[src/rtl/axis_mac_pkg.sv]
`default_nettype none
// ============================================================================
// Package  : axis_mac_pkg
// Brief    : Register map, FSM encoding and slice helpers for the MAC downsizer.
// Revision : 1.0
// ============================================================================
package axis_mac_pkg;

  localparam logic [15:0] c_reg_frames = 16'h0000;
  localparam logic [15:0] c_reg_errors = 16'h0004;
  localparam logic [15:0] c_reg_beats  = 16'h0008;
  localparam logic [15:0] c_reg_stalls = 16'h000C;
  localparam logic [15:0] c_reg_widths = 16'h0010;

  // Widest strobe vector the final-slice search handles (IN_W up to 1024).
  localparam int c_max_strb_w = 128;

  typedef enum logic [0:0] {
    ST_EMPTY = 1'b0,
    ST_DRAIN = 1'b1
  } state_e;

  function automatic int idx_width(input int ratio);
    return (ratio > 1) ? $clog2(ratio) : 1;
  endfunction

  // Highest slice holding any valid byte; slice 0 when the strobe is all zero.
  function automatic int final_slice(input logic [c_max_strb_w-1:0] strb,
                                     input int ratio, input int slice_b);
    int r;
    r = 0;
    for (int i = 0; i < c_max_strb_w; i++) begin
      if ((i < ratio * slice_b) && strb[i]) r = i / slice_b;
    end
    return r;
  endfunction

endpackage
`default_nettype wire

[src/rtl/mac_stat_cnt.sv]
`default_nettype none
// ============================================================================
// Module   : mac_stat_cnt
// Brief    : Saturating statistics counter with increment enable.
// Revision : 1.0
// ============================================================================
module mac_stat_cnt #(
  parameter int CNT_W = 32
) (
  input  logic             clk,
  input  logic             rst,
  input  logic             inc_i,
  output logic [CNT_W-1:0] cnt_o
);

  logic [CNT_W-1:0] cnt_q;

  always_ff @(posedge clk or posedge rst) begin
    if (rst) begin
      cnt_q <= '0;
    end else if (inc_i && (cnt_q != {CNT_W{1'b1}})) begin
      cnt_q <= cnt_q + 1'b1;
    end
  end

  assign cnt_o = cnt_q;

endmodule
`default_nettype wire

[src/rtl/axis_mac_downsizer.sv]
`default_nettype none
// ============================================================================
// Module   : axis_mac_downsizer
// Brief    : AXI-Stream wide-to-narrow converter with end-of-frame trimming
//            and saturating statistics readable over the host read handshake.
// Revision : 1.0
// ============================================================================
module axis_mac_downsizer
  import axis_mac_pkg::*;
#(
  parameter int IN_W  = 256,
  parameter int OUT_W = 64,
  parameter int CNT_W = 32
) (
  input  logic                 clk,
  input  logic                 rst,
  input  logic [IN_W-1:0]      s_axis_tdata,
  input  logic [IN_W/8-1:0]    s_axis_tstrb,
  input  logic                 s_axis_tvalid,
  input  logic                 s_axis_tlast,
  input  logic                 s_axis_tuser,
  output logic                 s_axis_tready,
  output logic [OUT_W-1:0]     m_axis_tdata,
  output logic [OUT_W/8-1:0]   m_axis_tstrb,
  output logic                 m_axis_tvalid,
  output logic                 m_axis_tlast,
  output logic                 m_axis_tuser,
  input  logic                 m_axis_tready,
  input  logic [15:0]          host_addr_reg,
  input  logic                 reg_rd_start,
  output logic                 reg_rd_done_out,
  output logic [31:0]          reg_rdout
);

  localparam int RATIO   = IN_W / OUT_W;
  localparam int c_in_b  = IN_W / 8;
  localparam int c_out_b = OUT_W / 8;
  localparam int c_idx_w = idx_width(RATIO);
  localparam logic [c_idx_w-1:0] c_last_idx = c_idx_w'(RATIO - 1);

  state_e               state_q, state_d;
  logic [c_idx_w-1:0]   idx_q, idx_d;
  logic                 rdy_en_q;
  logic [IN_W-1:0]      hold_data_q;
  logic [c_in_b-1:0]    hold_strb_q;
  logic                 hold_last_q;
  logic                 hold_user_q;
  logic                 rd_done_q;
  logic [31:0]          rdout_q;

  logic [c_idx_w-1:0]   w_final_idx;
  logic                 w_is_final;
  logic                 w_fin_hs;
  logic                 w_m_hs;
  logic                 w_s_acc;
  logic [31:0]          w_rd_data;
  logic [3:0]           w_cnt_inc;
  logic [CNT_W-1:0]     w_cnt [4];

  assign w_final_idx = hold_last_q
                     ? c_idx_w'(final_slice(c_max_strb_w'(hold_strb_q), RATIO, c_out_b))
                     : c_last_idx;
  assign w_is_final  = (idx_q == w_final_idx);
  assign w_fin_hs    = (state_q == ST_DRAIN) && m_axis_tready && w_is_final;
  assign w_m_hs      = m_axis_tvalid && m_axis_tready;
  assign w_s_acc     = s_axis_tvalid && s_axis_tready;

  always_ff @(posedge clk or posedge rst) begin
    if (rst) begin
      state_q <= ST_EMPTY;
    end else begin
      state_q <= state_d;
    end
  end

  always_comb begin
    state_d = state_q;
    idx_d   = idx_q;
    case (state_q)
      ST_EMPTY: if (w_s_acc) state_d = ST_DRAIN;
      ST_DRAIN: if (w_fin_hs && !w_s_acc) state_d = ST_EMPTY;
      default:  state_d = ST_EMPTY;
    endcase
    if (w_s_acc) begin
      idx_d = '0;
    end else if (w_m_hs && !w_is_final) begin
      idx_d = idx_q + 1'b1;
    end
  end

  // Refilling on the final-slice handshake keeps full-rate streams bubble-free.
  always_comb begin
    m_axis_tvalid = 1'b0;
    s_axis_tready = 1'b0;
    m_axis_tlast  = 1'b0;
    m_axis_tuser  = 1'b0;
    case (state_q)
      ST_EMPTY: s_axis_tready = rdy_en_q;
      ST_DRAIN: begin
        m_axis_tvalid = 1'b1;
        s_axis_tready = rdy_en_q && w_fin_hs;
        m_axis_tlast  = hold_last_q && w_is_final;
        m_axis_tuser  = hold_user_q && hold_last_q && w_is_final;
      end
      default: ;
    endcase
  end

  assign m_axis_tdata = hold_data_q[idx_q*OUT_W +: OUT_W];
  assign m_axis_tstrb = hold_strb_q[idx_q*c_out_b +: c_out_b];

  always_ff @(posedge clk or posedge rst) begin
    if (rst) begin
      rdy_en_q    <= 1'b0;
      idx_q       <= '0;
      hold_data_q <= '0;
      hold_strb_q <= '0;
      hold_last_q <= 1'b0;
      hold_user_q <= 1'b0;
    end else begin
      rdy_en_q <= 1'b1;
      idx_q    <= idx_d;
      if (w_s_acc) begin
        hold_data_q <= s_axis_tdata;
        hold_strb_q <= s_axis_tstrb;
        hold_last_q <= s_axis_tlast;
        hold_user_q <= s_axis_tuser && s_axis_tlast;
      end
    end
  end

  assign w_cnt_inc[0] = w_m_hs && m_axis_tlast;
  assign w_cnt_inc[1] = w_m_hs && m_axis_tlast && m_axis_tuser;
  assign w_cnt_inc[2] = w_m_hs;
  assign w_cnt_inc[3] = m_axis_tvalid && !m_axis_tready;

  for (genvar g = 0; g < 4; g++) begin : g_cnt
    mac_stat_cnt #(
      .CNT_W (CNT_W)
    ) u_cnt (
      .clk   (clk),
      .rst   (rst),
      .inc_i (w_cnt_inc[g]),
      .cnt_o (w_cnt[g])
    );
  end

  always_comb begin
    w_rd_data = '0;
    case (host_addr_reg)
      c_reg_frames: w_rd_data = 32'(w_cnt[0]);
      c_reg_errors: w_rd_data = 32'(w_cnt[1]);
      c_reg_beats:  w_rd_data = 32'(w_cnt[2]);
      c_reg_stalls: w_rd_data = 32'(w_cnt[3]);
      c_reg_widths: w_rd_data = {16'(IN_W), 16'(OUT_W)};
      default:      w_rd_data = '0;
    endcase
  end

  always_ff @(posedge clk or posedge rst) begin
    if (rst) begin
      rd_done_q <= 1'b0;
      rdout_q   <= '0;
    end else begin
      rd_done_q <= reg_rd_start;
      if (reg_rd_start) rdout_q <= w_rd_data;
    end
  end

  assign reg_rd_done_out = rd_done_q;
  assign reg_rdout       = rdout_q;

endmodule
`default_nettype wire
[config.mk]
export PLATFORM = sky130hd
export DESIGN_NAME = axis_mac_downsizer
export DESIGN_NICKNAME = d
export VERILOG_FILES = /design/src/rtl/axis_mac_pkg.sv /design/src/rtl/mac_stat_cnt.sv /design/src/rtl/axis_mac_downsizer.sv
export SDC_FILE = /design/constraint.sdc
export NUM_CORES = 1
export LEC_CHECK = 0
export CAP_MARGIN = 30
export CELL_PAD_IN_SITES_DETAIL_PLACEMENT = 1
export CELL_PAD_IN_SITES_GLOBAL_PLACEMENT = 2
export CORE_MARGIN = 8
export CORE_UTILIZATION = 37
export CTS_BUF_LIST = sky130_fd_sc_hd__clkbuf_8
export CTS_CLUSTER_SIZE = 20
export DETAILED_ROUTE_END_ITERATION = 6
export GPL_TIMING_DRIVEN = 1
export PLACE_DENSITY_LB_ADDON = 0.08
export SYNTH_ARGS = -nofsm -noshare
export SYNTH_HDL_FRONTEND = slang
export SYNTH_SLANG_ARGS = --single-unit
[constraint.sdc]
create_clock -name clk -period 39.9 [get_ports clk]
set_clock_uncertainty 0.2 [all_clocks]
set_input_delay 7.98 -clock clk [delete_from_list [all_inputs] [get_ports clk]]
set_output_delay 7.98 -clock clk [all_outputs]
set_load 0.005 [all_outputs]
---- Yosys cells after proc, flatten, opt, wreduce, memory -nomap -nowiden ----
Cells that the tools add are included.
storage, ports and cells
  input bits .............................. 311
  output and inout bits ................... 109
  bits in registers ....................... 455
operators by class
  muxes and demuxes ....................... 35
  shifts and indexed selects .............. 2
  add/sub/neg operators ................... 5
  reduce and logical (&&, ||, !) cells .... 23
  bitwise logic cells ..................... 1
  equal/unequal tests ..................... 9
operators with widths
  kind                                                                    count
  256-bit by 9-bit variable part select with 64-bit output                1
  32-bit case mux with 5 select lines                                     1
  32-bit by 1-bit adder with 32-bit output, second input constant         4
  32-bit inequality test, second input constant                           4
  2-bit 2-to-1 mux                                                        19
  16-bit by 4-bit equality test with 1-bit output, second input constant  2
  32-bit by 6-bit variable part select with 8-bit output                  1
  1-bit logical AND                                                       18
  16-bit by 3-bit equality test with 1-bit output, second input constant  1
  16-bit by 5-bit equality test with 1-bit output, second input constant  1
  16-bit logical NOT                                                      1
  1-bit 2-to-1 mux                                                        13
  1-bit case mux with 2 select lines                                      2
  1-bit logical NOT                                                       3
  2-bit by 1-bit adder with 2-bit output, second input constant           1
  2-bit equality test                                                     1
  2-bit nonzero test                                                      1
  1-bit NOT                                                               1

---- Longest topological paths before layout ----
Gate-level depths: netlist (run 1).
  depth after elaboration ................. 34
  depth in mapped cells ................... 11

---- By module ----
Synthesis (run 1) repeated with hierarchy kept, for this count alone.
second synthesis, totals
  cell total of the unflattened synthesis .. 1515
  area total of the unflattened synthesis .. 21331.7 um^2
by module, submodules not included
  module                              instances  area an instance (um^2)  sequential area each (um^2)  cells each
  axis_mac_downsizer                  1          15011.9                  8182.8                       945
  mac_stat_cnt at g_cnt[0].u_cnt ...  3          1561.5                   800.8                        139
  mac_stat_cnt at g_cnt[3].u_cnt      1          1635.3                   800.8                        153

---- Worst setup path before layout (run 1) ----
No wires, ideal clock.
  kind .................................... in2out
  start ................................... input port m_axis_tready
  end ..................................... output port s_axis_tready
  setup slack ............................. 23.002 ns
  data required time ...................... 31.720 ns
  cell stages on the path ................. 4
  arrival time ............................ 8.718 ns
  path buffers ............................ 0
  path through ............................ inv_1 > or3_1 > o221ai_2 > and2_1
between the ends
  cells in the longest elaborated chain, start to end .. 4
ends and longest elaborated chain
  element                             RTL line                   text
  from (decl)                         axis_mac_downsizer.sv:28   input logic m_axis_tready,
  1-bit logical AND (2 in series)     axis_mac_downsizer.sv:64   assign w_fin_hs = (state_q == ST_DRAIN) && m_axis_tready && w_is_final;
  1-bit logical AND                   axis_mac_downsizer.sv:101  s_axis_tready = rdy_en_q && w_fin_hs;
  1-bit case mux with 2 select lines  axis_mac_downsizer.sv:97   case (state_q)
  to (decl)                           axis_mac_downsizer.sv:22   output logic s_axis_tready,
No other way between the ends.

---- Worst setup path after layout (run 1) ----
Same ends and word-level chain as after synthesis.

==> results of run 1 <==
-- worst reg2reg max path, delay by kind of cell, from the launching register on --
kind	cells	cell delay [ns]
buffers and inverters	5	2.23
and+or+nand+nor	3	0.77
AOI/OAI and AO/OA	2	0.72
DFF	1	0.62
-- cell type report --
type / instances / area [sq um] / share of cell area (%)
Tap cell: 773 / 967 / 3.39
Timing Repair Buffer: 447 / 4490 / 15.7
Clock buffer: 110 / 1510 / 5.31
Antenna cell: 14 / 35.0 / 0.123
Multi-Input combinational cell: 1511 / 9740 / 34.1
Inverter: 45 / 176 / 0.618
Sequential cell: 455 / 11400 / 39.9
Clock inverter: 36 / 218 / 0.763
-- report_power, final --
part	leakage (nW)	total (W)	internal, W	switching (W)
Sequential	5.85	0.000715	0.000609	0.000106
Combinational	6.08	0.000662	0.000354	0.000308
Clock	0.973	0.000465	0.000258	0.000206
Total	12.9	0.00184	0.00122	0.000621
-- per-stage QoR --
| stage | cell area [sq um] | util, % | power [W] | worst slack, ns |
|---|---|---|---|---|
| floorplan | 22200 | - | 0.00110 | 19.04 |
| global placement | 26600 | 45.0 | 0.00137 | 21.60 |
| detailed placement | 26700 | 45.2 | 0.00140 | 21.59 |
| CTS | 28400 | 48.1 | 0.00188 | 21.59 |
| global route | 28500 | 48.2 | 0.00197 | 21.46 |
| finish | 28500 | 48.3 | 0.00184 | 21.62 |
-- logic make-up after synthesis --
family          count (synthesis)  share of synthesized area (%)
compound gates                126                           4.46
xor+xnor                      121                           4.78
fa+ha+maj                       4                          0.226
buf+inv                       157                           4.88
flops                         455                           51.3
mux                            77                           7.56
other cells                     1                         0.0169
simple gates                 1182                           26.7
-- routing by layer --
metal	vias to the layer above	wire length, um	share of wire, %	track usage [%]
met1	8628	27800	39	24.3
met2	390	36300	51	36.1
met4	32	2290	3.2	7.42
met5	-	210	0.29	0
li1	7938	-	-	-
met3	162	5000	7.0	7.12
-- sequential cells by signal, summed over array words and instances, names as in the netlist --
name,cells
g_cnt.u_cnt.cnt_o,128
hold_data_q,256
hold_last_q,1
hold_strb_q,32
hold_user_q,1
idx_q,2
rdy_en_q,1
reg_rd_done_out,1
reg_rdout,32
state_q,1
-- final timing paths --
check                               start                to  slack (ns)  depth (start not counted)
min                        hold_data_q[4]    hold_data_q[4]        0.27                          2
max                         m_axis_tready     s_axis_tready       21.62                          6
max reg2reg                      idx_q[0]  hold_data_q[216]       35.26                         10
max in group asynchronous             rst  hold_data_q[231]       28.92                          6
min reg2reg                hold_data_q[4]    hold_data_q[4]        0.27                          2
min in group asynchronous             rst  hold_data_q[131]        7.66                          2
-- placed cells by master, fill, tap and decap left out, types with 3 or more instances in the layout --
cell type | netlist | routed
clkbuf_8 | 0 | 110
buf_4 | 2 | 22
and3_1 | 27 | 27
diode_2 | 0 | 14
nor2_1 | 46 | 46
mux2_2 | 5 | 5
nand2_1 | 534 | 534
dfrtp_1 | 455 | 453
nor3_1 | 25 | 25
nand3_1 | 53 | 53
nor4_1 | 12 | 11
o21ai_0 | 7 | 7
a222oi_1 | 30 | 30
xnor2_1 | 82 | 82
and4_1 | 12 | 12
nor3_2 | 4 | 4
xor2_1 | 39 | 39
a21boi_0 | 31 | 31
buf_16 | 0 | 3
nand2_2 | 399 | 398
mux4_2 | 72 | 72
and2_1 | 10 | 10
o22ai_1 | 32 | 32
clkinv_2 | 0 | 7
clkdlybuf4s50_1 | 0 | 419
clkinvlp_4 | 0 | 3
nand4_1 | 47 | 47
ha_1 | 4 | 4
inv_1 | 45 | 66
a21oi_1 | 9 | 9
==> summary.txt, run 1 <==
Status
  • Status: finished, violations left
  • Failing checks: DRC

GRT
  • Remaining global-route overflow: 0
  • Initial antenna violation count: 30
  • GRT Total Usage: a little over a fifth
  • First-pass GRT wire length: 111 mm
  • Vias in the first global route: ~19000
  • Largest net degree at the start of global routing: around 120

STA
  • WHS: approximately 0.27 ns
  • Hold Violations, Final: 0
  • Final setup fails: 0
  • Max-slew violations: 0
  • RSZ-0062 raised after global routing: false
  • Setup TNS: 0 ns
  • Minimum clock period: 18.28 ns
  • Worst-margin pin slew: 0.885 ns
  • Slew HR: 41.0%
  • Maximum clock frequency: 54.7 MHz
  • Fin crit share: 45.8%

Power and ir drop
  • Lkg Pwr: roughly 13 nW
  • Worst IR Drop VDD: 0.0000306 V
  • Pwr dens: 64.6 nW/um^2

Critical path
  • Worst Setup Path Type: in2out
  • Worst Path Arrival: 10.10 ns
  • Critical path endpoint category: output pin
  • Largest stage delay, worst path: a little over 0.6 ns
  • Critical-path cell with the highest stage delay: clkdlybuf4s50_1
  • Worst-path fanout max: 5
  • WP data required: between 30 and 40 ns
  • Crit path cell chain: clkdlybuf4s50_1, inv_1, or3_1, o221ai_2, and2_1, clkdlybuf4s50_1
  • WP buf/inv: 3
  • Crit path top cell by count: clkdlybuf4s50_1
  • Crit start category: input port
  • Delay-heaviest family, CP: buffers and inverters

Detailed routing
  • WL final: a little over 70 mm
  • Detailed-router iteration count before antenna repair: 7
  • Antenna-violating nets left: 0
  • Via Count: ~17000
  • Wirelength per Cell: 21.1 um
  • Drt via density: 5.06
  • DRC viols: 1
  • First DRT Iteration DRCs: about 1000

Finish
  • Proportion of layout cells with a drive suffix above 1: between 20% and 30%
  • FILL cells: 6485
  • Area growth from synthesis to layout: 28.6%
  • Nets: around 2900
  • Final cell count without fillers: between 3000 and 4000

Yosys
  • Top-area cell type share of the netlist area: approximately half
  • Syn Area/Cell: about 10 sq um
  • Library cells used by synthesis: 56
  • Number of flops mapped to enable cells by yosys: 0
  • Top FF cell, synth: dfrtp_1
  • Mapped Area: roughly 22000 sq um
  • Register bit total from synthesis: ~460
  • Sequential area share after synthesis: 51.3%
  • Synth cell count leaders: 534 x nand2_1, 455 x dfrtp_1, 399 x nand2_2
  • Syn nets: approximately 2400
  • Post-synth ARST share: 100%
  • Area leader, netlist: dfrtp_1
  • Most area-consuming cells after synthesis: dfrtp_1 51%, nand2_2 11%, nand2_1 9.0%
  • Syn Inst Count: approximately 2100
  • Yosys warns: 0
  • Most common cell in the netlist: nand2_1

Clock tree
  • Clk buf depth: 3
  • TritonCTS clock tree: yes
  • Htree depth: 3
  • CTS Hold Bufs: 0
  • Setup bufs post-CTS: 0
  • Post-CTS Resized: 0
  • Clk root buf: clkbuf_8
  • Clk pin slew, worst setup/hold paths: roughly 0.060 ns
  • Cts bufs inserted: 83
  • Num Clock Sinks: around 460
  • Worst skew pair latency: approximately 0.67 ns

Run
  • Total of max-cap violations: 0

Floorplan
  • Core area: ~60000 sq um
  • I/O pin count: 420
  • Die area: just under 70000 sq um
  • Die H: approximately 260 um
  • Rows: 89
  • Starting density of the core: between 30% and 40%
  • Die Wd: approximately 260 um

Placed design
  • Post-detail-place hpwl: 52.5 mm
  • Placed cell count: 3229
  • Gpl congestion: about 0.85
  • Buffers on Ports: 419

Min path
  • Worst min path class: reg2reg
No activity file was read; power rests on OpenSTA's default activity.
==> run 2: changes to the inputs <==
--- a/config.mk
+++ b/config.mk
@@ -9,7 +9,7 @@
 export CELL_PAD_IN_SITES_DETAIL_PLACEMENT = 1
 export CELL_PAD_IN_SITES_GLOBAL_PLACEMENT = 2
 export CORE_MARGIN = 8
-export CORE_UTILIZATION = 37
+export CORE_UTILIZATION = 31
 export CTS_BUF_LIST = sky130_fd_sc_hd__clkbuf_8
 export CTS_CLUSTER_SIZE = 20
 export DETAILED_ROUTE_END_ITERATION = 6
==> constraint.sdc (replaced) <==
create_clock -name clk -period 15.59 [get_ports clk]
set_clock_uncertainty 0.2 [all_clocks]
set_input_delay 3.118 -clock clk [delete_from_list [all_inputs] [get_ports clk]]
set_output_delay 3.118 -clock clk [all_outputs]
set_load 0.005 [all_outputs]
==> run 2 against run 1 <==
The run now ends clean. Count of clock-buffer cells in the layout rose by 15. Die area rose by 18%. Global-route usage fell by 2.8 points. Power rose to 2.6 times the previous value. Routed wire length rose by 3.5%. Sequential share of layout area fell by 0.57 points. Worst setup slack got worse by 15 ns. Via count fell by 0.57%. Largest cell class unchanged. Combinational power rose to 2.6 times the previous value. Design area rose by 1.5%. Sequential cell count did not move.
==> summary.txt, run 2 (synthesis results as in run 1) <==
STA
  • Slew HR: 31.8% (was 41.0%)
  • Minimum clock period: 8.80 ns
  • Hold Violations, Final: 0 (unchanged)
  • Maximum clock frequency: between 100 and 150 MHz
  • WHS: 0.274 ns (was 0.269 ns)
  • RSZ-0062 raised after global routing: false (unchanged)
  • Fin crit share: about 56%
  • Worst-margin pin slew: 1.02 ns (was 0.885 ns)
  • Max-slew violations: 0 (unchanged)
  • Final setup fails: 0 (unchanged)
  • Setup TNS: 0 ns (unchanged)

Detailed routing
  • WL final: 74.1 mm (was 71.6 mm)
  • First DRT Iteration DRCs: 787 (was 986)
  • DRC viols: 0 (was 1)
  • Drt via density: 4.76 (was 5.06)
  • Wirelength per Cell: 20.7 um (was 21.1 um)
  • Detailed-router iteration count before antenna repair: 6 (was 7)
  • Via Count: 17100 (was 17200)
  • Antenna-violating nets left: 0 (unchanged)

Min path
  • Hold path depth: 2 (unchanged)
  • Worst min path class: reg2reg (unchanged)

Floorplan
  • Die area: 80400 sq um (was 68100 sq um)
  • Rows: 98 (was 89)
  • Core area: 71100 sq um (was 59100 sq um)
  • Die H: 284 um (was 261 um)
  • Starting density of the core: 31.2% (was 37.5%)
  • Die Wd: 284 um (was 261 um)
  • I/O pin count: 420 (unchanged)

Power and ir drop
  • NetSw: 0.00160 W (was 0.000621 W)
  • Tot Pwr: 0.00479 W (was 0.00184 W)
  • Sw frac: 33.5% (was 33.7%)
  • Comb pwr share: 35.3% (was 36.0%)
  • Pwr dens: 165 nW/um^2 (was 64.6 nW/um^2)
  • Share of power burned in registers: 38.3% (was 38.8%)
  • Worst IR Drop VDD: 0.0000814 V (was 0.0000306 V)
  • Pint: 0.00318 W (was 0.00122 W)
  • Lkg Pwr: 13.0 nW (was 12.9 nW)
  • Clk pwr share: 26.4% (was 25.2%)

Critical path
  • Worst-path fanout max: 5 (unchanged)
  • Delay-heaviest family, CP: buffers and inverters (unchanged)
  • Crit path top cell by count: clkdlybuf4s50_1 (unchanged)
  • Largest stage delay, worst path: 0.68 ns (was 0.62 ns)
  • WP data required: 12.27 ns (was 31.72 ns)
  • Worst Setup Path Type: in2out (unchanged)
  • Crit path launch: m_axis_tready (unchanged)
  • R2r startpoint: idx_q[0] (unchanged)
  • Crit path cell chain: clkdlybuf4s50_1, inv_1, or3_1, o221ai_2, and2_1, clkdlybuf4s50_1 (unchanged)
  • WP buf/inv: 3 (unchanged)
  • CP Depth: 6 (unchanged)
  • Worst Path Arrival: 5.48 ns (was 10.10 ns)
  • Critical R2R Capture: hold_strb_q[25] (was hold_data_q[216])
  • Critical-path cell with the highest stage delay: clkdlybuf4s50_1 (unchanged)
  • R2r worst-path depth: 9 (was 10)
  • Crit start category: input port (unchanged)
  • CP endpoint: s_axis_tready (unchanged)
  • Critical path endpoint category: output pin (unchanged)
  • R2r setup slk: 10.06 ns (was 35.26 ns)

Clock tree
  • Worst skew pair latency: 0.67 ns (about the same)
  • CTS Hold Bufs: 0 (unchanged)
  • Num Clock Sinks: 455 (unchanged)
  • Cts bufs inserted: 89 (was 83)
  • TritonCTS clock tree: yes (unchanged)
  • Post-CTS Resized: 0 (unchanged)
  • Clk buf depth: 3 (unchanged)
  • Clk root buf: clkbuf_8 (unchanged)
  • Setup bufs post-CTS: 0 (unchanged)
  • Clk pin slew, worst setup/hold paths: 0.06 ns (about the same)
  • Htree depth: 3 (unchanged)

Finish
  • Most frequent cells in the layout: 534 x nand2_1, 453 x dfrtp_1, 419 x clkdlybuf4s50_1, 398 x nand2_2, 125 x clkbuf_8 (was 534 x nand2_1, 453 x dfrtp_1, 419 x clkdlybuf4s50_1, 398 x nand2_2, 110 x clkbuf_8)
  • Area growth from synthesis to layout: 30.5% (was 28.6%)
  • Final core utilization: 40.7% (was 48.3%)
  • Design area: 28900 sq um (was 28500 sq um)
  • Most common cell after layout, fill and taps aside: nand2_1 (unchanged)
  • Proportion of layout cells with a drive suffix above 1: 25.1% (was 24.9%)
  • Number of flip-flops in the largest register: 256 (unchanged)
  • FILL cells: 7928 (was 6485)
  • Reg with most FFs: hold_data_q (unchanged)
  • Nets: 2862 (was 2858)

GRT
  • Vias in the first global route: 19100 (was 18900)
  • Largest net degree at the start of global routing: 183 (was 121)
  • Initial antenna violation count: 31 (was 30)
  • Remaining global-route overflow: 0 (unchanged)
  • First-pass GRT wire length: 115 mm (was 111 mm)
  • Routing usage on met3: 6.40% (was 7.12%)
  • M2 GR Usage: 32.3% (was 36.1%)
  • Met1 Use GR: 20.5% (was 24.3%)
  • GRT Total Usage: 18.3% (was 21.0%)
  • Grt peak-use layer: met2 (unchanged)

Placed design
  • Post-detail-place hpwl: 53.9 mm (was 52.5 mm)
  • Area after DPL: 27000 sq um (was 26700 sq um)
  • Gpl congestion: 0.769 (was 0.850)
  • Buffers on Ports: 419 (unchanged)

Run
  • Total of max-cap violations: 0 (unchanged)

Status
  • Status: finished clean (was finished, violations left)
==> run 2: cell count changes in the layout (fill, tap and decap cells not counted), sizes merged <==
| cell | before | now |
|---|---|---|
| clkbuf | 110 | 125 |
| buf | 28 | 26 |
| inv | 69 | 71 |
| bufinv | 2 | 1 |
| diode | 14 | 15 |
==> run 2: power groups by stage <==
stage               clock, W  sequential, W  combinational (W)
floorplan                  0        0.00173            0.00108
global placement           0        0.00184            0.00170
finish               0.00126        0.00183            0.00169
CTS                  0.00132        0.00184            0.00175
global route         0.00136        0.00189            0.00187
detailed placement         0        0.00185            0.00173
==> run 2: how the worst min path moves through the flow <==
stage,slack (ns),from,endpoint
global placement,0.25,hold_data_q[18],hold_data_q[18]
finish,0.27,hold_data_q[27],hold_data_q[27]
detailed placement,0.26,hold_data_q[16],hold_data_q[16]
global route,0.29,hold_data_q[16],hold_data_q[16]
CTS,0.28,hold_data_q[27],hold_data_q[27]
floorplan,0.24,hold_data_q[247],hold_data_q[247]
==> run 2: worst register-to-register path, cell delays in order (launching register included) <==
cell and delay, ns:
dfrtp_4 0.71, buf_4 0.65, buf_4 0.74, a41oi_2 0.25
o221ai_2 0.43, and2_4 0.60, buf_12 0.69, buf_4 0.90
nand2_1 0.19, nand2_1 0.10
==> run 2: cell type report <==
cell class	instances	area, sq um	share of cell area, %
multi-input cells	1511	9740	33.7
inverters	45	173	0.596
diodes	15	37.5	0.130
well taps	950	1190	4.11
clock inverters	37	181	0.627
repair buffers	445	4510	15.6
clock buffers	125	1720	5.94
flip-flops and latches	455	11400	39.4
==> run 2: metal layers <==
layer | wire, um | vias up
met4 | 1830 | 26
li1 | - | 7955
met2 | 38200 | 363
met5 | 168 | -
met1 | 28900 | 8568
met3 | 5010 | 140
==> run 2: per-stage QoR <==
step / instances / setup WS [ns]
floorplan: 2123 / 6.12
global placement: 3400 / 6.80
detailed placement: 3404 / 6.85
CTS: 3566 / 6.83
global route: 3575 / 6.68
finish: 3583 / 6.79
